### config.mk
export PLATFORM = sky130hd
export DESIGN_NAME = ndn_spi_packet_assembler
export DESIGN_NICKNAME = d
export VERILOG_FILES = /design/src/rtl/ndn_spi_packet_assembler.sv
export SDC_FILE = /design/constraint.sdc
export NUM_CORES = 1
export LEC_CHECK = 0
export ABC_AREA = 1
export CORE_MARGIN = 1
export CORE_UTILIZATION = 49
export DETAILED_ROUTE_END_ITERATION = 8
export GPL_TIMING_DRIVEN = 0
export HOLD_SLACK_MARGIN = 0.1
export PLACE_DENSITY = 0.8
export SYNTH_ARGS = -nofsm -noshare
export SYNTH_HDL_FRONTEND = slang
export SYNTH_SLANG_ARGS = --single-unit
### constraint.sdc
create_clock -name clk -period 2.3 [get_ports clk]
set_clock_uncertainty 0.15 [all_clocks]
set_input_delay 0.345 -clock clk [delete_from_list [all_inputs] [get_ports clk]]
set_output_delay 0.345 -clock clk [all_outputs]
set_load 0.05 [all_outputs]
### src/rtl/ndn_spi_packet_assembler.sv
// SPI receive-side packet assembler for the NDN router FIB/PIT path.
// Collects metadata, prefix and optional payload bytes, then holds the packet for a valid/ready consumer.
module ndn_spi_packet_assembler #(
    parameter int PREFIX_BYTES = 8,
    parameter int DATA_BYTES   = 32,
    parameter int TYPE_BIT     = 6,
    parameter int TIMEOUT      = 64
) (
    input  logic                      clk,
    input  logic                      rst,
    input  logic                      RX_valid,
    input  logic                      rx_byte_valid,
    input  logic [7:0]                data_SPI_to_FIB,
    output logic                      pkt_valid,
    input  logic                      pkt_ready,
    output logic                      pkt_is_interest,
    output logic [7:0]                pkt_metadata,
    output logic [8*PREFIX_BYTES-1:0] pkt_prefix,
    output logic [8*DATA_BYTES-1:0]   pkt_data,
    output logic                      rx_busy,
    output logic                      err_timeout,
    output logic                      err_restart,
    output logic                      err_overrun,
    output logic [7:0]                drop_count
);
    localparam int MAX_BYTES = (PREFIX_BYTES > DATA_BYTES) ? PREFIX_BYTES : DATA_BYTES;
    localparam int CW = $clog2(MAX_BYTES + 1);
    localparam int TW = $clog2(TIMEOUT + 1);
    localparam int PW = 8 * PREFIX_BYTES;
    localparam int DW = 8 * DATA_BYTES;
    localparam logic [CW-1:0] PREFIX_LAST = CW'(PREFIX_BYTES - 1);
    localparam logic [CW-1:0] DATA_LAST   = CW'(DATA_BYTES - 1);
    localparam logic [TW-1:0] IDLE_LIMIT  = TW'(TIMEOUT - 1);

    typedef enum logic [2:0] {IDLE, META, PREFIX, DATA, HOLD} state_t;

    state_t        state, state_next;
    logic [CW-1:0] byte_cnt;
    logic [TW-1:0] idle_cnt;
    logic          assembling, start, restart, timeout, overrun, take_byte, last_byte;

    always_ff @(posedge clk or negedge rst) begin
        if (!rst) state <= IDLE;
        else      state <= state_next;
    end

    always_comb begin
        state_next = state;
        start      = 1'b0;
        restart    = 1'b0;
        timeout    = 1'b0;
        overrun    = 1'b0;
        take_byte  = 1'b0;
        last_byte  = 1'b0;
        assembling = (state == META) || (state == PREFIX) || (state == DATA);
        case (state)
            IDLE: begin
                if (RX_valid) begin
                    start      = 1'b1;
                    state_next = META;
                end
            end
            META, PREFIX, DATA: begin
                // A new start strobe wins over any byte presented in the same cycle.
                if (RX_valid) begin
                    restart    = 1'b1;
                    start      = 1'b1;
                    state_next = META;
                end else if (rx_byte_valid) begin
                    take_byte = 1'b1;
                    if (state == META) begin
                        state_next = PREFIX;
                    end else if (state == PREFIX && byte_cnt == PREFIX_LAST) begin
                        last_byte  = 1'b1;
                        state_next = pkt_metadata[TYPE_BIT] ? HOLD : DATA;
                    end else if (state == DATA && byte_cnt == DATA_LAST) begin
                        last_byte  = 1'b1;
                        state_next = HOLD;
                    end
                end else if (idle_cnt == IDLE_LIMIT) begin
                    timeout    = 1'b1;
                    state_next = IDLE;
                end
            end
            HOLD: begin
                if (pkt_ready) begin
                    start      = RX_valid;
                    state_next = RX_valid ? META : IDLE;
                end else if (RX_valid) begin
                    overrun = 1'b1;
                end
            end
            default: state_next = IDLE;
        endcase
    end

    always_ff @(posedge clk or negedge rst) begin
        if (!rst) begin
            pkt_metadata <= '0;
            pkt_prefix   <= '0;
            pkt_data     <= '0;
            byte_cnt     <= '0;
        end else if (start || timeout) begin
            pkt_metadata <= '0;
            pkt_prefix   <= '0;
            pkt_data     <= '0;
            byte_cnt     <= '0;
        end else if (take_byte) begin
            byte_cnt <= (last_byte || state == META) ? '0 : byte_cnt + CW'(1);
            case (state)
                META:    pkt_metadata <= data_SPI_to_FIB;
                PREFIX:  pkt_prefix   <= (pkt_prefix << 8) | PW'(data_SPI_to_FIB);
                DATA:    pkt_data     <= (pkt_data << 8) | DW'(data_SPI_to_FIB);
                default: ;
            endcase
        end
    end

    // The idle counter only runs while a packet is partially assembled.
    always_ff @(posedge clk or negedge rst) begin
        if (!rst) begin
            idle_cnt    <= '0;
            err_timeout <= 1'b0;
            err_restart <= 1'b0;
            err_overrun <= 1'b0;
            drop_count  <= '0;
        end else begin
            idle_cnt    <= (assembling && !RX_valid && !rx_byte_valid && !timeout) ?
                           idle_cnt + TW'(1) : '0;
            err_timeout <= timeout;
            err_restart <= restart;
            err_overrun <= overrun;
            if ((timeout || restart || overrun) && drop_count != 8'hFF)
                drop_count <= drop_count + 8'd1;
        end
    end

    assign pkt_valid       = (state == HOLD);
    assign rx_busy         = (state != IDLE);
    assign pkt_is_interest = pkt_metadata[TYPE_BIT];

endmodule
Yosys cells after proc, flatten, opt, wreduce, memory -nomap -nowiden
Cells that the tools add are included.
{ "op_classes": {"addsub": 3, "eq_ne": 12, "n_mux": 43, "n_bitwise": 2, "reduce_logical": 27} }
{ "ops": {"columns": ["op", "n"], "rows": [
  ["256-bit two-way mux", 3],
  ["256-bit by 8-bit OR with 256-bit output", 1],
  ["64-bit two-way mux", 3],
  ["64-bit by 8-bit OR with 64-bit output", 1],
  ["3-bit two-way mux", 9],
  ["8-bit two-way mux", 3],
  ["1-bit two-way mux", 19],
  ["6-bit two-way mux", 3],
  ["3-bit one-hot mux with 3 select lines", 1],
  ["8-bit by 1-bit adder with 8-bit output (second input constant)", 1],
  ["8-bit inequality test (second input constant)", 1],
  ["2-bit nonzero test", 4],
  ["7-bit by 1-bit adder with 7-bit output (second input constant)", 1],
  ["7-bit by 6-bit equality test with 1-bit output (second input constant)", 1],
  ["7-bit two-way mux", 1],
  ["6-bit by 1-bit adder with 6-bit output (second input constant)", 1],
  ["3-bit by 2-bit equality test with 1-bit output (second input constant)", 2],
  ["6-bit by 3-bit equality test with 1-bit output (second input constant)", 1],
  ["6-bit by 5-bit equality test with 1-bit output (second input constant)", 1],
  ["1-bit logical AND", 6],
  ["1-bit logical OR", 6],
  ["6-bit inequality test (second input constant)", 1],
  ["2-bit AND reduction", 3],
  ["4-bit inequality test (second input constant)", 1],
  ["other kinds (11)", 13]
]} }
{ "word_totals": {"register_bits": 355, "in_bits": 13, "out_inout_bits": 342, "word_cells": 97} }

Longest topological paths before layout
Gate-level depths: netlist of the first run.
{ "depth": {"depth_word": 12, "ltp_mapped": 12, "ltp_nobuf": 10} }

Least setup slack after synthesis of the first run
OpenSTA, ideal clock, no wires.
{ "synth_timing": {"kind": "reg2reg", "from": "reg drop_count[0]", "to": "reg drop_count[2]", "setup_time_ns": 0.066, "arrival_ns": 1.701, "required_ns": 2.084, "setup_slack_ns": 0.384, "path_stages_with_launch": 8, "n_path_buf": 0, "period_less_slack_ns": 1.916, "cell_sequence": "dfrtp_1 -> ha_1 -> nand4_1 -> nor2_1 -> nand2_1 -> nand2_1 -> nand2_1 -> nand2_1"} }
{ "synth_between": {"elab_chain_len": 2, "word_cells_on_any_way": 3, "cone_classes": "add/sub: 1; eq/ne: 1; reduce/logical: 1"} }
{ "synth_lines": {"columns": ["element", "line", "rtl"], "rows": [
  ["start, declared", "24", "output logic [7:0] drop_count"],
  ["start signal, assigned", "134", "drop_count <= drop_count + 8'd1;"],
  ["branches (longest 2 deep; another with 8-bit by 1-bit adder with 8-bit output)", null, null]
]} }
Several ways; the timed one is not identified.
A chain may end at the register's enable or synchronous reset.

Worst setup path after layout of the first run
{ "layout_timing": {"from": "reg pkt_data[49]", "to": "out pkt_data[49]"} }
{ "layout_rtl": {"columns": ["element", "line", "rtl"], "rows": [
  ["start, declared", "19", "output logic [8*DATA_BYTES-1:0] pkt_data,"],
  ["start signal, assigned", "113", "DATA: pkt_data <= (pkt_data << 8) | DW'(data_SPI_to_FIB);"]
]} }
No word-level cell between the ends.

==> flow_summary.html, run 1 <==
<table>
<tr><th>Metric</th><th>Value</th></tr>
<tr><th colspan="2">Outcome</th></tr>
<tr><td>Run status</td><td>finished clean</td></tr>
<tr><th colspan="2">Layout</th></tr>
<tr><td>Net count of the finished layout</td><td>1919</td></tr>
<tr><td>Fin area</td><td>19600 sq um</td></tr>
<tr><td>Number of inserted filler cells in the final layout</td><td>2153</td></tr>
<tr><td>Fin util</td><td>0.684</td></tr>
<tr><td>Diodes inserted</td><td>0</td></tr>
<tr><td>P&amp;R area growth vs syn</td><td>37.8%</td></tr>
<tr><td>Number of standard cells in the final layout excluding fillers</td><td>2309</td></tr>
<tr><td>Share of post-route cells with drive strength above 1</td><td>0.0738</td></tr>
<tr><th colspan="2">Setup path</th></tr>
<tr><td>Arrival time worst endpoint</td><td>1.77 ns</td></tr>
<tr><td>Cell type group with the largest total delay on the critical path</td><td>buffers and inverters</td></tr>
<tr><td>Chain of cells forming the critical path</td><td>clkdlybuf4s50_1</td></tr>
<tr><td>Worst Setup End Kind</td><td>output pin</td></tr>
<tr><td>Data required time at the worst endpoint</td><td>1.80 ns</td></tr>
<tr><td>Slowest stage cell on the critical path</td><td>sky130_fd_sc_hd__clkdlybuf4s50_1</td></tr>
<tr><td>Critical-path maximum fanout</td><td>2</td></tr>
<tr><td>Max incr delay on CP</td><td>0.84 ns</td></tr>
<tr><td>Worst setup SP type</td><td>register</td></tr>
<tr><td>Crit path buffers/inverters</td><td>1</td></tr>
<tr><td>Category of the critical setup timing path</td><td>register to output pin</td></tr>
<tr><th colspan="2">Timing</th></tr>
<tr><td>Final Slew Violations</td><td>0</td></tr>
<tr><td>Crit path time final</td><td>2.27 ns</td></tr>
<tr><td>Tightest Pin Transition</td><td>0.645 ns</td></tr>
<tr><td>Portion of the clock cycle consumed by the worst path in the final layout</td><td>0.987</td></tr>
<tr><td>Final setup violation count</td><td>0</td></tr>
<tr><td>Tightest slew margin relative to the limit</td><td>0.569</td></tr>
<tr><td>Unrepaired setup endpoints after global routing</td><td>false</td></tr>
<tr><td>Hold violation count in the final report</td><td>0</td></tr>
<tr><td>Final Hold Slack</td><td>0.320 ns</td></tr>
<tr><td>TNS Setup</td><td>0 ns</td></tr>
<tr><td>Achievable clock frequency</td><td>441 MHz</td></tr>
<tr><th colspan="2">Yosys</th></tr>
<tr><td>Number of library cell types mapped by synthesis</td><td>30</td></tr>
<tr><td>Adder-cell area share of the yosys netlist</td><td>0.00263</td></tr>
<tr><td>Synthesized-area fraction occupied by and/or/nand/nor cells</td><td>0.115</td></tr>
<tr><td>Seq/Total Area, Yosys</td><td>0.623</td></tr>
<tr><td>Multiplexer fraction of the synthesized cell area</td><td>0.000702</td></tr>
<tr><td>Post-synthesis instance total</td><td>1502</td></tr>
<tr><td>Compound-Gate Fraction of Synth Area</td><td>0.131</td></tr>
<tr><td>Largest family of logic cells by synthesized area</td><td>compound AO/OA/AOI/OAI gates</td></tr>
<tr><td>Post-Syn Area</td><td>14300 sq um</td></tr>
<tr><td>Flip-flop and latch count after synthesis</td><td>355</td></tr>
<tr><td>Post-synthesis area per instance</td><td>9.49 sq um</td></tr>
<tr><td>Yosys synthesis warning count</td><td>0</td></tr>
<tr><td>Net Count, Synth</td><td>1518</td></tr>
<tr><td>XOR/XNOR Fraction of Synth Area</td><td>0.00553</td></tr>
<tr><th colspan="2">Power</th></tr>
<tr><td>Standby leakage power</td><td>9.41 nW</td></tr>
<tr><td>Maximum VDD drop</td><td>595 uV</td></tr>
<tr><td>Pwr/cell area</td><td>773 nW/um^2</td></tr>
<tr><th colspan="2">Drt</th></tr>
<tr><td>Per-cell routed wire length</td><td>17.8 microns</td></tr>
<tr><td>Via-to-Cell Ratio</td><td>5.25</td></tr>
<tr><td>Initial drt markers</td><td>962</td></tr>
<tr><td>Number of vias in the routed layout</td><td>12114</td></tr>
<tr><td>Remaining antenna violation count</td><td>0</td></tr>
<tr><td>Pre-antenna DRT Iters</td><td>5</td></tr>
<tr><td>Detailed-route DRC error count</td><td>0</td></tr>
<tr><td>Routed wire length</td><td>41100 microns</td></tr>
<tr><th colspan="2">Floorplan</th></tr>
<tr><td>Area of the core</td><td>28700 sq um</td></tr>
<tr><td>I/O pin count</td><td>355</td></tr>
<tr><td>Initial cell density of the core</td><td>0.497</td></tr>
<tr><td>Number of rows in the core area</td><td>62</td></tr>
<tr><td>DIE HEIGHT</td><td>173 microns</td></tr>
<tr><td>Die Width</td><td>173 microns</td></tr>
<tr><td>Area of the die</td><td>29800 sq um</td></tr>
<tr><th colspan="2">Worst hold path</th></tr>
<tr><td>Type of the most critical hold path</td><td>register to register</td></tr>
<tr><th colspan="2">Place</th></tr>
<tr><td>Post-DP HPWL</td><td>29800 microns</td></tr>
<tr><td>Gpl congestion</td><td>0.879</td></tr>
<tr><td>Port bufs</td><td>354</td></tr>
<tr><td>Number of placed cells counting well taps</td><td>2243</td></tr>
<tr><td>Cell area reported after detailed placement</td><td>18400 sq um</td></tr>
<tr><th colspan="2">Clock network</th></tr>
<tr><td>CTS root buf</td><td>sky130_fd_sc_hd__clkbuf_16</td></tr>
<tr><td>Number of buffers inserted during clock tree synthesis</td><td>38</td></tr>
<tr><td>Clock Latency Late Sink</td><td>0.51 ns</td></tr>
<tr><td>Clock input transition at the sequential cells of the worst setup and hold paths</td><td>0.06 ns</td></tr>
<tr><td>Clock sink count</td><td>355</td></tr>
<tr><td>Buffer depth of the longest clock path</td><td>3</td></tr>
<tr><td>H-tree depth</td><td>2</td></tr>
<tr><td>Clock tree from TritonCTS</td><td>done</td></tr>
<tr><th colspan="2">Global routing</th></tr>
<tr><td>GRT Overall Usage</td><td>0.277</td></tr>
<tr><td>Maximum number of pins on one net before global-route repair</td><td>128</td></tr>
<tr><td>Overall overflow remaining after global route</td><td>0</td></tr>
<tr><td>First-pass GRT wire length</td><td>65800 microns</td></tr>
<tr><td>Number of global-route vias before repair</td><td>12144</td></tr>
<tr><td>Number of antenna violations at the first check in global routing</td><td>0</td></tr>
<tr><th colspan="2">Job</th></tr>
<tr><td>Count of maximum capacitance violations</td><td>0</td></tr>
</table>
worst register-to-register path, stage by stage (launching register included):
cell and delay [ns]:
sky130_fd_sc_hd__dfrtp_1 0.38, sky130_fd_sc_hd__inv_2 0.16, sky130_fd_sc_hd__nand2_1 0.13, sky130_fd_sc_hd__nor2_4 0.26
sky130_fd_sc_hd__nand2_2 0.24, sky130_fd_sc_hd__nand2_4 0.19, sky130_fd_sc_hd__buf_4 0.21, sky130_fd_sc_hd__buf_2 0.25
sky130_fd_sc_hd__o22ai_1 0.10
final cells by class:
| class | instances | area, sq um | area share |
|---|---|---|---|
| Buffer | 82 | 462 | 0.0235 |
| Clock buffer | 53 | 1090 | 0.0554 |
| Clock inverter | 9 | 105 | 0.00535 |
| Inverter | 348 | 1310 | 0.0665 |
| Multi-Input combinational cell | 717 | 3630 | 0.185 |
| Sequential cell | 355 | 8880 | 0.452 |
| Tap cell | 384 | 480 | 0.0245 |
| Timing Repair Buffer | 361 | 3690 | 0.188 |
cells in the final DEF (no fill, tap or decap), types with 28 or more instances in the layout:
cell	netlist	layout
sky130_fd_sc_hd__o22ai_1	240	240
sky130_fd_sc_hd__clkdlybuf4s50_1	0	342
sky130_fd_sc_hd__nor2_1	31	31
sky130_fd_sc_hd__dfrtp_1	355	355
sky130_fd_sc_hd__o21ai_0	62	62
sky130_fd_sc_hd__nand3_1	30	30
sky130_fd_sc_hd__nand2_1	308	307
sky130_fd_sc_hd__buf_4	27	28
sky130_fd_sc_hd__inv_1	342	342
sky130_fd_sc_hd__clkbuf_16	0	39
synth_stat cells:
cell type                    n  area share
sky130_fd_sc_hd__o21ai_1     6      0.0021
sky130_fd_sc_hd__nor2_1     31      0.0082
sky130_fd_sc_hd__a21boi_0    1     0.00053
sky130_fd_sc_hd__nand2_4     2      0.0016
sky130_fd_sc_hd__nand4_1     9      0.0039
sky130_fd_sc_hd__nor2_8      2      0.0028
sky130_fd_sc_hd__nor3_1      1     0.00035
sky130_fd_sc_hd__clkbuf_1   17      0.0045
sky130_fd_sc_hd__clkbuf_2    1     0.00035
sky130_fd_sc_hd__nand2_2     3      0.0013
sky130_fd_sc_hd__nand2_1   308       0.081
sky130_fd_sc_hd__buf_4      27       0.014
sky130_fd_sc_hd__nand4_4     1      0.0015
sky130_fd_sc_hd__buf_1       7      0.0018
sky130_fd_sc_hd__or2_1       1     0.00044
sky130_fd_sc_hd__nand3_1    30       0.011
sky130_fd_sc_hd__nor2_2      3      0.0013
sky130_fd_sc_hd__nor2_4      2      0.0016
sky130_fd_sc_hd__buf_2      30       0.011
sky130_fd_sc_hd__dfrtp_1   355        0.62
sky130_fd_sc_hd__mux2i_1     1     0.00070
sky130_fd_sc_hd__o21ai_0    62       0.022
sky130_fd_sc_hd__ha_1        3      0.0026
sky130_fd_sc_hd__o21ai_2     1     0.00061
sky130_fd_sc_hd__a21oi_1     1     0.00035
sky130_fd_sc_hd__inv_1     342       0.090
sky130_fd_sc_hd__xnor2_1     3      0.0018
sky130_fd_sc_hd__o22ai_1   240        0.11
sky130_fd_sc_hd__xor2_1      6      0.0037
sky130_fd_sc_hd__inv_2       6      0.0016
routing by layer:
layer	wire length (microns)	up-vias	part of all wire	track usage
met5	0	-	0	0
met4	1310	0	0.032	0.0938
met3	3270	85	0.080	0.0743
met2	19700	468	0.48	0.454
met1	16800	5965	0.41	0.356
li1	-	5596	-	-
cell families after synthesis:
family,count (synthesis)
and+or+nand+nor,393
xor gates and xnor gates,9
AOI/OAI and AO/OA,311
muxes,1
buffers and inverters,430
DFF,355
adders and majority gates,3
through the flow:
stage	total power (W)	setup slack, ns
after floorplan	0.00845	0.384
after global placement	0.00930	-14.22
after detailed placement	0.00937	-0.397
after CTS	0.0152	0.0000800
after global routing	0.0157	0.00172
final	0.0152	0.0306
final timing paths:
path | from | endpoint | slack (ns) | cells past startpoint
worst max-delay path | pkt_data[49] | pkt_data[49] | 0.03 | 1
worst max register to register | state[2] | pkt_data[181] | 0.09 | 8
min in group asynchronous | rst | pkt_prefix[41] | 0.37 | 3
worst min register to register | idle_cnt[0] | idle_cnt[0] | 0.32 | 1
max in group asynchronous | rst | pkt_data[244] | 0.62 | 4
worst min-delay path | idle_cnt[0] | idle_cnt[0] | 0.32 | 1
sequential cells by signal (all words and copies together) (netlist names):
| name | flops |
|---|---|
| pkt_data | 256 |
| err_overrun | 1 |
| err_restart | 1 |
| idle_cnt | 7 |
| err_timeout | 1 |
| byte_cnt | 6 |
| state | 3 |
| pkt_prefix | 64 |
| drop_count | 8 |
| pkt_metadata | 8 |
report_power, final:
part,leakage (nW),internal [W],total [W],switching [W]
registers,4.94,0.00642,0.00659,0.000178
logic,3.89,0.000779,0.00270,0.00192
clock network,0.586,0.00351,0.00589,0.00238
total,9.41,0.0107,0.0152,0.00447
timing repair:
item | CTS | global route
hold endpoints to repair | 126 | 0
setup endpoints to repair | 4 | 251
hold buffers | 2 | 0
gates resized for setup | 6 | 18
setup buffers | 0 | 2
pin swaps | 0 | 2
Power figures use the tool's default switching activity.
==> inputs of run 2 (changes only) <==
CORE_UTILIZATION = 35   (was 49)
GPL_ROUTABILITY_DRIVEN = 0   (was not set)
PLACE_DENSITY = not set   (was 0.8)
==> run 2 against run 1 <==
  * Sequential power hardly changed
  * Combinational power hardly changed
  * Hold slack worse by 0.062 ns
  * Critical path depth stayed put
  * Die area is 39% higher
  * Flip-flop and latch count stayed put
  * Critical path type unchanged
  * Critical endpoint is now pkt_data[103]
  * Largest cell class unchanged
  * Largest power group unchanged
==> flow_summary.html, run 2 (synthesized netlist as in run 1, its figures left out) <==
<table>
<tr><th>Metric</th><th>Value</th></tr>
<tr><th colspan="2">Outcome</th></tr>
<tr><td>Run status</td><td>finished clean (unchanged)</td></tr>
<tr><th colspan="2">Layout</th></tr>
<tr><td>Diodes inserted</td><td>0 (unchanged)</td></tr>
<tr><td>Register bank with the most flops</td><td>pkt_data (unchanged)</td></tr>
<tr><td>Registers with the most flip-flops</td><td>pkt_data x256, pkt_prefix x64 (unchanged)</td></tr>
<tr><td>Number of inserted filler cells in the final layout</td><td>3753 (was 2153)</td></tr>
<tr><td>Commonest cells after routing, fill and taps aside</td><td>sky130_fd_sc_hd__dfrtp_1 (355), sky130_fd_sc_hd__inv_1 (341), sky130_fd_sc_hd__nand2_1 (306), sky130_fd_sc_hd__clkdlybuf4s50_1 (266), sky130_fd_sc_hd__o22ai_1 (240) (was sky130_fd_sc_hd__dfrtp_1 (355), sky130_fd_sc_hd__inv_1 (342), sky130_fd_sc_hd__clkdlybuf4s50_1 (342), sky130_fd_sc_hd__nand2_1 (307), sky130_fd_sc_hd__o22ai_1 (240))</td></tr>
<tr><td>Share of post-route cells with drive strength above 1</td><td>0.0762 (was 0.0738)</td></tr>
<tr><td>Max reg flops</td><td>256 (unchanged)</td></tr>
<tr><td>Net count of the finished layout</td><td>1921 (was 1919)</td></tr>
<tr><td>Fin area</td><td>19900 sq um (was 19600 sq um)</td></tr>
<tr><td>Area occupied by registers</td><td>8880 sq um (unchanged)</td></tr>
<tr><td>Leading cell type in the layout, fill and taps excluded</td><td>sky130_fd_sc_hd__dfrtp_1 (unchanged)</td></tr>
<tr><td>Area of the multi-input gates</td><td>3640 sq um (was 3630 sq um)</td></tr>
<tr><td>P&amp;R area growth vs syn</td><td>39.2% (was 37.8%)</td></tr>
<tr><td>Number of standard cells in the final layout excluding fillers</td><td>2454 (was 2309)</td></tr>
<tr><th colspan="2">Timing</th></tr>
<tr><td>Tightest Pin Transition</td><td>0.802 ns (was 0.645 ns)</td></tr>
<tr><td>Unrepaired setup endpoints after global routing</td><td>false (unchanged)</td></tr>
<tr><td>Crit path time final</td><td>2.26 ns (was 2.27 ns)</td></tr>
<tr><td>Final setup violation count</td><td>0 (unchanged)</td></tr>
<tr><td>Final Hold Slack</td><td>0.258 ns (was 0.320 ns)</td></tr>
<tr><td>Tightest slew margin relative to the limit</td><td>0.465 (was 0.569)</td></tr>
<tr><td>Hold violation count in the final report</td><td>0 (unchanged)</td></tr>
<tr><td>Portion of the clock cycle consumed by the worst path in the final layout</td><td>0.982 (was 0.987)</td></tr>
<tr><td>Final Slew Violations</td><td>0 (unchanged)</td></tr>
<tr><td>Achievable clock frequency</td><td>443 MHz (was 441 MHz)</td></tr>
<tr><th colspan="2">Floorplan</th></tr>
<tr><td>Initial cell density of the core</td><td>0.357 (was 0.497)</td></tr>
<tr><td>DIE HEIGHT</td><td>204 microns (was 173 microns)</td></tr>
<tr><td>Area of the core</td><td>39900 sq um (was 28700 sq um)</td></tr>
<tr><td>I/O pin count</td><td>355 (unchanged)</td></tr>
<tr><td>Area of the die</td><td>41600 sq um (was 29800 sq um)</td></tr>
<tr><td>Die Width</td><td>204 microns (was 173 microns)</td></tr>
<tr><td>Number of rows in the core area</td><td>73 (was 62)</td></tr>
<tr><th colspan="2">Setup path</th></tr>
<tr><td>Arrival time worst endpoint</td><td>1.76 ns (was 1.77 ns)</td></tr>
<tr><td>Worst Setup End Kind</td><td>output pin (unchanged)</td></tr>
<tr><td>Reg2reg start</td><td>state[1] (was state[2])</td></tr>
<tr><td>Category of the critical setup timing path</td><td>register to output pin (unchanged)</td></tr>
<tr><td>Worst setup SP type</td><td>register (unchanged)</td></tr>
<tr><td>Crit path buffers/inverters</td><td>1 (unchanged)</td></tr>
<tr><td>Cell type group with the largest total delay on the critical path</td><td>buffers and inverters (unchanged)</td></tr>
<tr><td>Length in cells of the worst reg-to-reg path</td><td>8 (unchanged)</td></tr>
<tr><td>Slowest stage cell on the critical path</td><td>sky130_fd_sc_hd__clkdlybuf4s50_1 (unchanged)</td></tr>
<tr><td>Chain of cells forming the critical path</td><td>clkdlybuf4s50_1 (unchanged)</td></tr>
<tr><td>Setup slack on the worst flop-to-flop path</td><td>0.12 ns (was 0.09 ns)</td></tr>
<tr><td>Worst R2R End</td><td>pkt_data[68] (was pkt_data[181])</td></tr>
<tr><td>Critical-path maximum fanout</td><td>2 (unchanged)</td></tr>
<tr><td>Max incr delay on CP</td><td>0.85 ns (was 0.84 ns)</td></tr>
<tr><td>Data required time at the worst endpoint</td><td>1.80 ns (about the same)</td></tr>
<tr><th colspan="2">Job</th></tr>
<tr><td>Count of maximum capacitance violations</td><td>0 (unchanged)</td></tr>
<tr><th colspan="2">Global routing</th></tr>
<tr><td>GRT Overall Usage</td><td>0.209 (was 0.277)</td></tr>
<tr><td>First-pass GRT wire length</td><td>67800 microns (was 65800 microns)</td></tr>
<tr><td>Number of antenna violations at the first check in global routing</td><td>0 (unchanged)</td></tr>
<tr><td>Number of global-route vias before repair</td><td>11997 (was 12144)</td></tr>
<tr><td>Overall overflow remaining after global route</td><td>0 (unchanged)</td></tr>
<tr><td>Maximum number of pins on one net before global-route repair</td><td>101 (was 128)</td></tr>
<tr><th colspan="2">Place</th></tr>
<tr><td>Port bufs</td><td>354 (unchanged)</td></tr>
<tr><td>Cell area reported after detailed placement</td><td>18500 sq um (was 18400 sq um)</td></tr>
<tr><td>Post-DP HPWL</td><td>31800 microns (was 29800 microns)</td></tr>
<tr><td>Number of placed cells counting well taps</td><td>2384 (was 2243)</td></tr>
<tr><th colspan="2">Power</th></tr>
<tr><td>Net switching power of the design</td><td>0.00462 W (was 0.00447 W)</td></tr>
<tr><td>Power Internal</td><td>0.0106 W (was 0.0107 W)</td></tr>
<tr><td>Standby leakage power</td><td>10.2 nW (was 9.41 nW)</td></tr>
<tr><td>Sequential power share</td><td>0.432 (was 0.434)</td></tr>
<tr><td>Total design power</td><td>0.0152 W (about the same)</td></tr>
<tr><td>Switching portion of total power</td><td>0.303 (was 0.295)</td></tr>
<tr><td>Maximum VDD drop</td><td>487 uV (was 595 uV)</td></tr>
<tr><td>Combinational Power Share</td><td>0.178 (about the same)</td></tr>
<tr><td>Relative contribution of the clock network to total power</td><td>0.390 (was 0.388)</td></tr>
<tr><td>Pwr/cell area</td><td>768 nW/um^2 (was 773 nW/um^2)</td></tr>
<tr><th colspan="2">Drt</th></tr>
<tr><td>Remaining antenna violation count</td><td>0 (unchanged)</td></tr>
<tr><td>Per-cell routed wire length</td><td>17.6 microns (was 17.8 microns)</td></tr>
<tr><td>Via-to-Cell Ratio</td><td>4.77 (was 5.25)</td></tr>
<tr><td>Pre-antenna DRT Iters</td><td>5 (unchanged)</td></tr>
<tr><td>Number of vias in the routed layout</td><td>11700 (was 12114)</td></tr>
<tr><td>Routed wire length</td><td>43300 microns (was 41100 microns)</td></tr>
<tr><td>Detailed-route DRC error count</td><td>0 (unchanged)</td></tr>
<tr><td>Initial drt markers</td><td>541 (was 962)</td></tr>
<tr><th colspan="2">Clock network</th></tr>
<tr><td>Clock sink count</td><td>355 (unchanged)</td></tr>
<tr><td>Clock tree from TritonCTS</td><td>done (unchanged)</td></tr>
<tr><td>Buffer depth of the longest clock path</td><td>3 (unchanged)</td></tr>
<tr><td>Clock input transition at the sequential cells of the worst setup and hold paths</td><td>0.06 ns (about the same)</td></tr>
<tr><td>CTS root buf</td><td>sky130_fd_sc_hd__clkbuf_16 (unchanged)</td></tr>
<tr><td>Clock Latency Late Sink</td><td>0.55 ns (was 0.51 ns)</td></tr>
<tr><td>H-tree depth</td><td>2 (unchanged)</td></tr>
<tr><td>Number of buffers inserted during clock tree synthesis</td><td>39 (was 38)</td></tr>
<tr><th colspan="2">Worst hold path</th></tr>
<tr><td>Type of the most critical hold path</td><td>primary input to async pin (was register to register)</td></tr>
</table>
-- run 2: changes by cell type in the layout (fill, tap and decap cells not counted), sizes merged --
cell           before  now
bufinv              2    0
clkbuf             77   85
clkdlybuf4s15       1    2
clkdlybuf4s50     342  266
clkinv              5    2
dlygate4sd2         2   49
dlygate4sd3         2    1
dlymetal6s2s        7   36
inv               349  350
-- run 2: repair_timing --
| action | 4_1_cts | 5_1_grt |
|---|---|---|
| buffers inserted | 2 | 2 |
| gates cloned | 0 | 0 |
| pin swaps | 1 | 2 |
| resized for setup | 55 | 51 |
| hold buffers | 1 | 0 |
| endpoints found under the hold margin | 98 | 0 |
| setup endpoints to repair | 52 | 298 |
-- run 2: worst max-delay path by stage --
| stage | cells after the start | slack (ns) | start | end |
|---|---|---|---|---|
| final | 1 | 0.04 | pkt_data[103] | pkt_data[103] |
| after global routing | 1 | 0.0004 | pkt_prefix[12] | pkt_prefix[12] |
| after CTS | 1 | 0.0006 | pkt_data[1] | pkt_data[1] |
| after detailed placement | 9 | -0.43 | RX_valid | pkt_data[241] |
| after global placement | 1 | -14.93 | rst | pkt_data[244] |
| after floorplan | 7 | 0.38 | drop_count[0] | drop_count[2] |
-- run 2: cell type report --
| cell class | instances | area share |
|---|---|---|
| Sequential cell | 355 | 0.447 |
| Clock inverter | 5 | 0.00183 |
| Tap cell | 525 | 0.0331 |
| Multi-Input combinational cell | 717 | 0.183 |
| Inverter | 348 | 0.0660 |
| Clock buffer | 60 | 0.0582 |
| Buffer | 82 | 0.0239 |
| Timing Repair Buffer | 362 | 0.186 |
-- run 2: power groups by stage --
stage               combinational [W]  clock, W  sequential [W]
global route                  0.00294   0.00632         0.00661
floorplan                     0.00132         0         0.00713
CTS                           0.00269   0.00611         0.00658
detailed placement            0.00272         0         0.00670
global placement              0.00267         0         0.00670
finish                        0.00271   0.00595         0.00658
-- run 2: metal layers --
| metal | wire, microns | track usage | vias up |
|---|---|---|---|
| met5 | 0 | 0 | - |
| met4 | 1020 | 0.0658 | 0 |
| met3 | 3330 | 0.0655 | 55 |
| met2 | 20100 | 0.334 | 332 |
| met1 | 18800 | 0.271 | 5705 |
| li1 | - | - | 5608 |
-- run 2: metrics by stage --
step	TNS, ns	utilization	setup slack (ns)
final	0	0.498	0.0412
after floorplan	0	-	0.384
after global placement	-5369.49	0.463	-14.93
after global routing	0	0.498	0.000417
after CTS	0	0.494	0.000623
after detailed placement	-95.17	0.465	-0.430
==> inputs of run 3 (changes only) <==
CTS_BUF_LIST = sky130_fd_sc_hd__clkbuf_16   (was not set)
CTS_CLUSTER_SIZE = 16   (was not set)
==> run 3 against run 2 <==
  * Final area fell by 0.44%
  * Clock power fell by 6.6%
  * Critical path depth did not move
  * Wire length fell by 0.38%
  * Worst setup slack got worse by 0.0031 ns
  * Clock-buffer cell count fell by 21
  * Critical path type unchanged
==> flow_summary.html, run 3 (synthesized netlist as in run 1, its figures left out) <==
<table>
<tr><th>Metric</th><th>Value</th></tr>
<tr><th colspan="2">Power</th></tr>
<tr><td>Sequential power share</td><td>0.443 (was 0.432)</td></tr>
<tr><td>Combinational Power Share</td><td>0.182 (was 0.178)</td></tr>
<tr><td>Pwr/cell area</td><td>751 nW/um^2 (was 768 nW/um^2)</td></tr>
<tr><td>Switching portion of total power</td><td>0.310 (was 0.303)</td></tr>
<tr><td>Power Internal</td><td>0.0102 W (was 0.0106 W)</td></tr>
<tr><td>Maximum VDD drop</td><td>460 uV (was 487 uV)</td></tr>
<tr><td>Standby leakage power</td><td>10.3 nW (was 10.2 nW)</td></tr>
<tr><td>Relative contribution of the clock network to total power</td><td>0.374 (was 0.390)</td></tr>
<tr><td>Net switching power of the design</td><td>0.00461 W (was 0.00462 W)</td></tr>
<tr><th colspan="2">Clock network</th></tr>
<tr><td>Clock Latency Late Sink</td><td>0.55 ns (about the same)</td></tr>
<tr><td>Number of buffers inserted during clock tree synthesis</td><td>39 (unchanged)</td></tr>
<tr><td>Clock input transition at the sequential cells of the worst setup and hold paths</td><td>0.06 ns (about the same)</td></tr>
<tr><td>Clock tree from TritonCTS</td><td>done (unchanged)</td></tr>
<tr><td>H-tree depth</td><td>2 (unchanged)</td></tr>
<tr><td>Buffer depth of the longest clock path</td><td>3 (unchanged)</td></tr>
<tr><td>Clock sink count</td><td>355 (unchanged)</td></tr>
<tr><td>CTS root buf</td><td>sky130_fd_sc_hd__clkbuf_16 (unchanged)</td></tr>
<tr><th colspan="2">Setup path</th></tr>
<tr><td>Arrival time worst endpoint</td><td>1.77 ns (was 1.76 ns)</td></tr>
<tr><td>Crit path buffers/inverters</td><td>1 (unchanged)</td></tr>
<tr><td>Length in cells of the worst reg-to-reg path</td><td>8 (unchanged)</td></tr>
<tr><td>Category of the critical setup timing path</td><td>register to output pin (unchanged)</td></tr>
<tr><td>Chain of cells forming the critical path</td><td>clkdlybuf4s50_1 (unchanged)</td></tr>
<tr><td>Worst setup SP type</td><td>register (unchanged)</td></tr>
<tr><td>Cell type group with the largest total delay on the critical path</td><td>buffers and inverters (unchanged)</td></tr>
<tr><td>Data required time at the worst endpoint</td><td>1.80 ns (about the same)</td></tr>
<tr><td>Max incr delay on CP</td><td>0.87 ns (was 0.85 ns)</td></tr>
<tr><td>Critical-path maximum fanout</td><td>2 (unchanged)</td></tr>
<tr><td>Critical path depth</td><td>1 (unchanged)</td></tr>
<tr><td>Slowest stage cell on the critical path</td><td>sky130_fd_sc_hd__clkdlybuf4s50_1 (unchanged)</td></tr>
<tr><td>Worst Setup End Kind</td><td>output pin (unchanged)</td></tr>
<tr><th colspan="2">Drt</th></tr>
<tr><td>Pre-antenna DRT Iters</td><td>5 (unchanged)</td></tr>
<tr><td>Initial drt markers</td><td>583 (was 541)</td></tr>
<tr><td>Detailed-route DRC error count</td><td>0 (unchanged)</td></tr>
<tr><td>Via-to-Cell Ratio</td><td>4.77 (about the same)</td></tr>
<tr><td>Remaining antenna violation count</td><td>0 (unchanged)</td></tr>
<tr><td>Routed wire length</td><td>43100 microns (was 43300 microns)</td></tr>
<tr><td>Per-cell routed wire length</td><td>17.6 microns (about the same)</td></tr>
<tr><td>Number of vias in the routed layout</td><td>11710 (was 11700)</td></tr>
<tr><th colspan="2">Global routing</th></tr>
<tr><td>Number of global-route vias before repair</td><td>11983 (was 11997)</td></tr>
<tr><td>Global Route met1 Usage</td><td>0.270 (was 0.271)</td></tr>
<tr><td>First-pass GRT wire length</td><td>67600 microns (was 67800 microns)</td></tr>
<tr><td>Met3 layer usage reported by global route</td><td>0.0660 (was 0.0655)</td></tr>
<tr><td>Overall overflow remaining after global route</td><td>0 (unchanged)</td></tr>
<tr><td>Routing usage on met2</td><td>0.333 (was 0.334)</td></tr>
<tr><td>Busiest grt layer</td><td>met2 (unchanged)</td></tr>
<tr><td>Maximum number of pins on one net before global-route repair</td><td>101 (unchanged)</td></tr>
<tr><td>Number of antenna violations at the first check in global routing</td><td>0 (unchanged)</td></tr>
<tr><td>GRT Overall Usage</td><td>0.209 (about the same)</td></tr>
<tr><th colspan="2">Place</th></tr>
<tr><td>Number of placed cells counting well taps</td><td>2384 (unchanged)</td></tr>
<tr><td>Setup Slack @ Placement</td><td>-0.430 ns (unchanged)</td></tr>
<tr><td>Port bufs</td><td>354 (unchanged)</td></tr>
<tr><td>Post-DP HPWL</td><td>31800 microns (unchanged)</td></tr>
<tr><th colspan="2">Floorplan</th></tr>
<tr><td>Area of the die</td><td>41600 sq um (unchanged)</td></tr>
<tr><td>Die Width</td><td>204 microns (unchanged)</td></tr>
<tr><td>Area of the core</td><td>39900 sq um (unchanged)</td></tr>
<tr><td>Number of rows in the core area</td><td>73 (unchanged)</td></tr>
<tr><td>Initial cell density of the core</td><td>0.357 (unchanged)</td></tr>
<tr><td>DIE HEIGHT</td><td>204 microns (unchanged)</td></tr>
<tr><td>I/O pin count</td><td>355 (unchanged)</td></tr>
<tr><th colspan="2">Layout</th></tr>
<tr><td>P&amp;R area growth vs syn</td><td>38.6% (was 39.2%)</td></tr>
<tr><td>Register bank with the most flops</td><td>pkt_data (unchanged)</td></tr>
<tr><td>Max reg flops</td><td>256 (unchanged)</td></tr>
<tr><td>Leading cell type in the layout, fill and taps excluded</td><td>sky130_fd_sc_hd__dfrtp_1 (unchanged)</td></tr>
<tr><td>Number of standard cells in the final layout excluding fillers</td><td>2454 (unchanged)</td></tr>
<tr><td>Share of post-route cells with drive strength above 1</td><td>0.0705 (was 0.0762)</td></tr>
<tr><td>Net count of the finished layout</td><td>1921 (unchanged)</td></tr>
<tr><td>Registers with the most flip-flops</td><td>pkt_data x256, pkt_prefix x64 (unchanged)</td></tr>
<tr><td>Diodes inserted</td><td>0 (unchanged)</td></tr>
<tr><td>Commonest cells after routing, fill and taps aside</td><td>sky130_fd_sc_hd__dfrtp_1 (355), sky130_fd_sc_hd__inv_1 (352), sky130_fd_sc_hd__nand2_1 (306), sky130_fd_sc_hd__clkdlybuf4s50_1 (262), sky130_fd_sc_hd__o22ai_1 (240) (was sky130_fd_sc_hd__dfrtp_1 (355), sky130_fd_sc_hd__inv_1 (341), sky130_fd_sc_hd__nand2_1 (306), sky130_fd_sc_hd__clkdlybuf4s50_1 (266), sky130_fd_sc_hd__o22ai_1 (240))</td></tr>
<tr><th colspan="2">Timing</th></tr>
<tr><td>Final setup violation count</td><td>0 (unchanged)</td></tr>
<tr><td>Portion of the clock cycle consumed by the worst path in the final layout</td><td>0.983 (was 0.982)</td></tr>
<tr><td>Unrepaired setup endpoints after global routing</td><td>false (unchanged)</td></tr>
<tr><td>Hold violation count in the final report</td><td>0 (unchanged)</td></tr>
<tr><td>Worst Slack Setup Final</td><td>0.0381 ns (was 0.0412 ns)</td></tr>
<tr><td>Final Slew Violations</td><td>0 (unchanged)</td></tr>
<tr><td>Tightest slew margin relative to the limit</td><td>0.466 (was 0.465)</td></tr>
<tr><td>Tightest Pin Transition</td><td>0.800 ns (was 0.802 ns)</td></tr>
<tr><td>Crit path time final</td><td>2.26 ns (about the same)</td></tr>
<tr><td>Achievable clock frequency</td><td>442 MHz (was 443 MHz)</td></tr>
<tr><th colspan="2">Worst hold path</th></tr>
<tr><td>Type of the most critical hold path</td><td>primary input to async pin (unchanged)</td></tr>
<tr><th colspan="2">Job</th></tr>
<tr><td>Count of maximum capacitance violations</td><td>0 (unchanged)</td></tr>
<tr><th colspan="2">Outcome</th></tr>
<tr><td>Run status</td><td>finished clean (unchanged)</td></tr>
</table>
-- run 3: area by class of cell --
cell class              instances  area (sq um)
well taps                     525           657
repair buffers                362          3720
flip-flops and latches        355          8880
inverters                     348          1310
fillers                      3751         20100
plain buffers                  82           474
clock inverters                26           115
multi-input cells             717          3640
clock buffers                  39           976
-- run 3: per-layer routing --
metal | part of all wire | vias to the layer above | routed length, microns
met5 | 0 | - | 0
met4 | 0.024 | 0 | 1050
met3 | 0.080 | 58 | 3440
met2 | 0.46 | 329 | 20000
met1 | 0.43 | 5721 | 18600
li1 | - | 5602 | -
-- run 3: power by group through the flow --
stage	Clock (W)	Combinational, W	Sequential (W)
floorplan	0	0.00132	0.00713
global placement	0	0.00267	0.00670
detailed placement	0	0.00272	0.00670
CTS	0.00572	0.00269	0.00658
global route	0.00594	0.00294	0.00661
finish	0.00556	0.00271	0.00658
-- run 3: final timing paths --
| path | start | end | slack (ns) |
|---|---|---|---|
| setup / recovery | pkt_data[122] | pkt_data[122] | 0.04 |
| hold / removal | rst | pkt_prefix[33] | 0.25 |
| setup reg to reg | state[1] | pkt_data[68] | 0.17 |
| hold reg to reg | idle_cnt[0] | idle_cnt[0] | 0.32 |
| max in group asynchronous | rst | idle_cnt[3] | 0.46 |
| min in group clk | data_SPI_to_FIB[5] | pkt_metadata[5] | 0.31 |
-- run 3: repair_timing --
action / in CTS / in global routing
endpoints found under the setup margin: 51 / 297
setup buffers: 2 / 2
hold buffers: 1 / 0
hold endpoints to repair: 98 / 0
gates resized for setup: 54 / 55
pin swaps: 1 / 2
-- run 3: per-stage QoR --
stage	setup TNS [ns]	total power, W	hold slack (ns)	util	cell area, sq um
5_1_grt	0	0.0155	0.299	0.495	19800
3_5_place_dp	-95.17	0.00942	0.275	0.465	18500
3_3_place_gp	-5369.49	0.00937	0.294	0.463	18500
4_1_cts	0	0.0150	0.278	0.491	19600
2_1_floorplan	0	0.00845	-0.101	-	14300
6_report	0	0.0149	0.254	0.495	19800
==> variant (settings of run 3) <==
Compare `byte_cnt` against `PREFIX_LAST` with >= in place of ==.
--- a/src/rtl/ndn_spi_packet_assembler.sv
+++ b/src/rtl/ndn_spi_packet_assembler.sv
@@ -70,7 +70,7 @@
                     take_byte = 1'b1;
                     if (state == META) begin
                         state_next = PREFIX;
-                    end else if (state == PREFIX && byte_cnt == PREFIX_LAST) begin
+                    end else if (state == PREFIX && byte_cnt >= PREFIX_LAST) begin
                         last_byte  = 1'b1;
                         state_next = pkt_metadata[TYPE_BIT] ? HOLD : DATA;
                     end else if (state == DATA && byte_cnt == DATA_LAST) begin
Behaviour: same outputs for any inputs over 4 cycles, from zero or initial values and one cycle with rst low; that may be too few to reach the edited logic, so the function may still have changed.
==> variant against run 3 <==
Cell count is 9.1% higher; setup slack got worse by 0.0023 ns; design area up 0.94%; total power up 3.2%; synthesized area increased by 0.54%; critical path depth did not move; sequential cell count did not move; via count grew 3.5%; sequential power up 1%; wire length shrank 3.2%; critical endpoint is now pkt_prefix[27]; largest cell class unchanged.
==> variant: results (changes against run 3) <==
stage,metric,value,unit,change
finish,drive_gt1_frac,0.0683,,-0.00219
clock_network,postCtsResizedCells,149,,+180%
sta,tightestPinTransition,0.664,ns,-0.137 ns
placed_design,io_buffers,354,,unchanged
grt,grt_use_met1,0.270,,-0.000405
synth,synth-seq-area-share,0.620,,-0.00332
clock_network,cts-root-buf,clkbuf_16,,
critical_path,cp_max_fo,3,,+1
placed_design,dp_cells,2598,,+9.0%
critical_path,cp_slowest_stage_delay,0.84,ns,-0.03 ns
synth,async_flop_share,1.00,,unchanged
detailed_routing,wl_met1,18.4,mm,-1.0%
detailed_routing,vias_per_cell,4.53,,-5.1%
clock_network,hold_buffers,2,,+1
grt,grt_util_met3,0.0534,,-0.0126
detailed_routing,top_layer_used,met4,,
clock_network,numCtsBuffers,41,,+5.1%
clock_network,clk-insertion-delay-late,0.55,ns,about the same
pwr,p_sw_frac,0.308,,-0.00276
run,cap_violations,0,,unchanged
critical_path,cp_top_family,buffers and inverters,,
grt,grt_util_met2,0.313,,-0.0199
pwr,max-vdd-ir-drop,0.790,mV,+72%
synth,syn_inst,1716,,+14%
grt,grt_max_degree,118,,+17%
clock_network,post_cts_buffers,0,,-2
run_status,status,completed,,
detailed_routing,met2_length,19.3,mm,-3.7%
detailed_routing,num_vias,12100,,+3.5%
detailed_routing,finalWirelength,41.7,mm,-3.2%
detailed_routing,drtIter0Drc,800,,+37%
grt,grt_util_all_layers,0.201,,-0.00789
synth,synthTopCellsByCount,"nand2_1 (1,074), dfrtp_1 (355), inv_1 (98), buf_2 (35), nor2_1 (28)",,
finish,nFillCells,3877,,+3.4%
pwr,pwr-share-comb,0.169,,-0.013
placed_design,hpwl,30.2,mm,-5.1%
grt,antenna_found_initial,0,,unchanged
synth,synthTopCellsByArea,"dfrtp_1 (62%), nand2_1 (28%), inv_1 (2.6%)",,
grt,grt_first_pass_wirelength,65.9,mm,-2.5%
pwr,p_leak,13.0,nW,+27%
pwr,combinationalPower,2.58,mW,-5%
finish,layout.nets,2136,,+11%
pwr,p_seq_frac,0.435,,-0.008
placed_design,place_area,0.0186,mm^2,+0.41%
finish,top_regs,"pkt_data: 256 flops, pkt_prefix: 64 flops",,
detailed_routing,firstDrtPassIters,5,,unchanged
critical_path,cp.arrival,1.77,ns,about the same
critical_path,rr_worst_depth,12,,+4
placed_design,dp_slack,-0.340,ns,+0.0902 ns
finish,syn2layout_area_growth,39.2,%,
detailed_routing,wl_met3,2.93,mm,-15%
==> variant: kinds of logic (layout without fill, tap and decap cells) <==
family,after synthesis,after routing,share of synthesized area
compound gates,27,27,0.00986
xor+xnor,9,9,0.00550
fa+ha+maj,3,3,0.00262
buf+inv,179,615,0.0559
flops,355,355,0.620
simple gates,1143,1143,0.307
==> variant: cell type report <==
class                           instances  share of cell area
Tap cell                              525              0.0329
Buffer                                 76              0.0224
Sequential cell                       355               0.445
Inverter                              103              0.0196
Multi-Input combinational cell       1182               0.233
Clock buffer                           41              0.0514
Clock inverter                         34              0.0107
Timing Repair Buffer                  361               0.185
==> variant: path summary, 6_finish.rpt <==
kind                           startpoint              to  slack [ns]
min                                   rst   pkt_data[132]        0.27
min reg2reg                   idle_cnt[0]     idle_cnt[0]        0.30
min in group clk              idle_cnt[0]     idle_cnt[0]        0.30
max in group asynchronous             rst     idle_cnt[2]        0.65
max                        pkt_prefix[27]  pkt_prefix[27]        0.04
max reg2reg                   idle_cnt[0]   pkt_data[129]        0.18
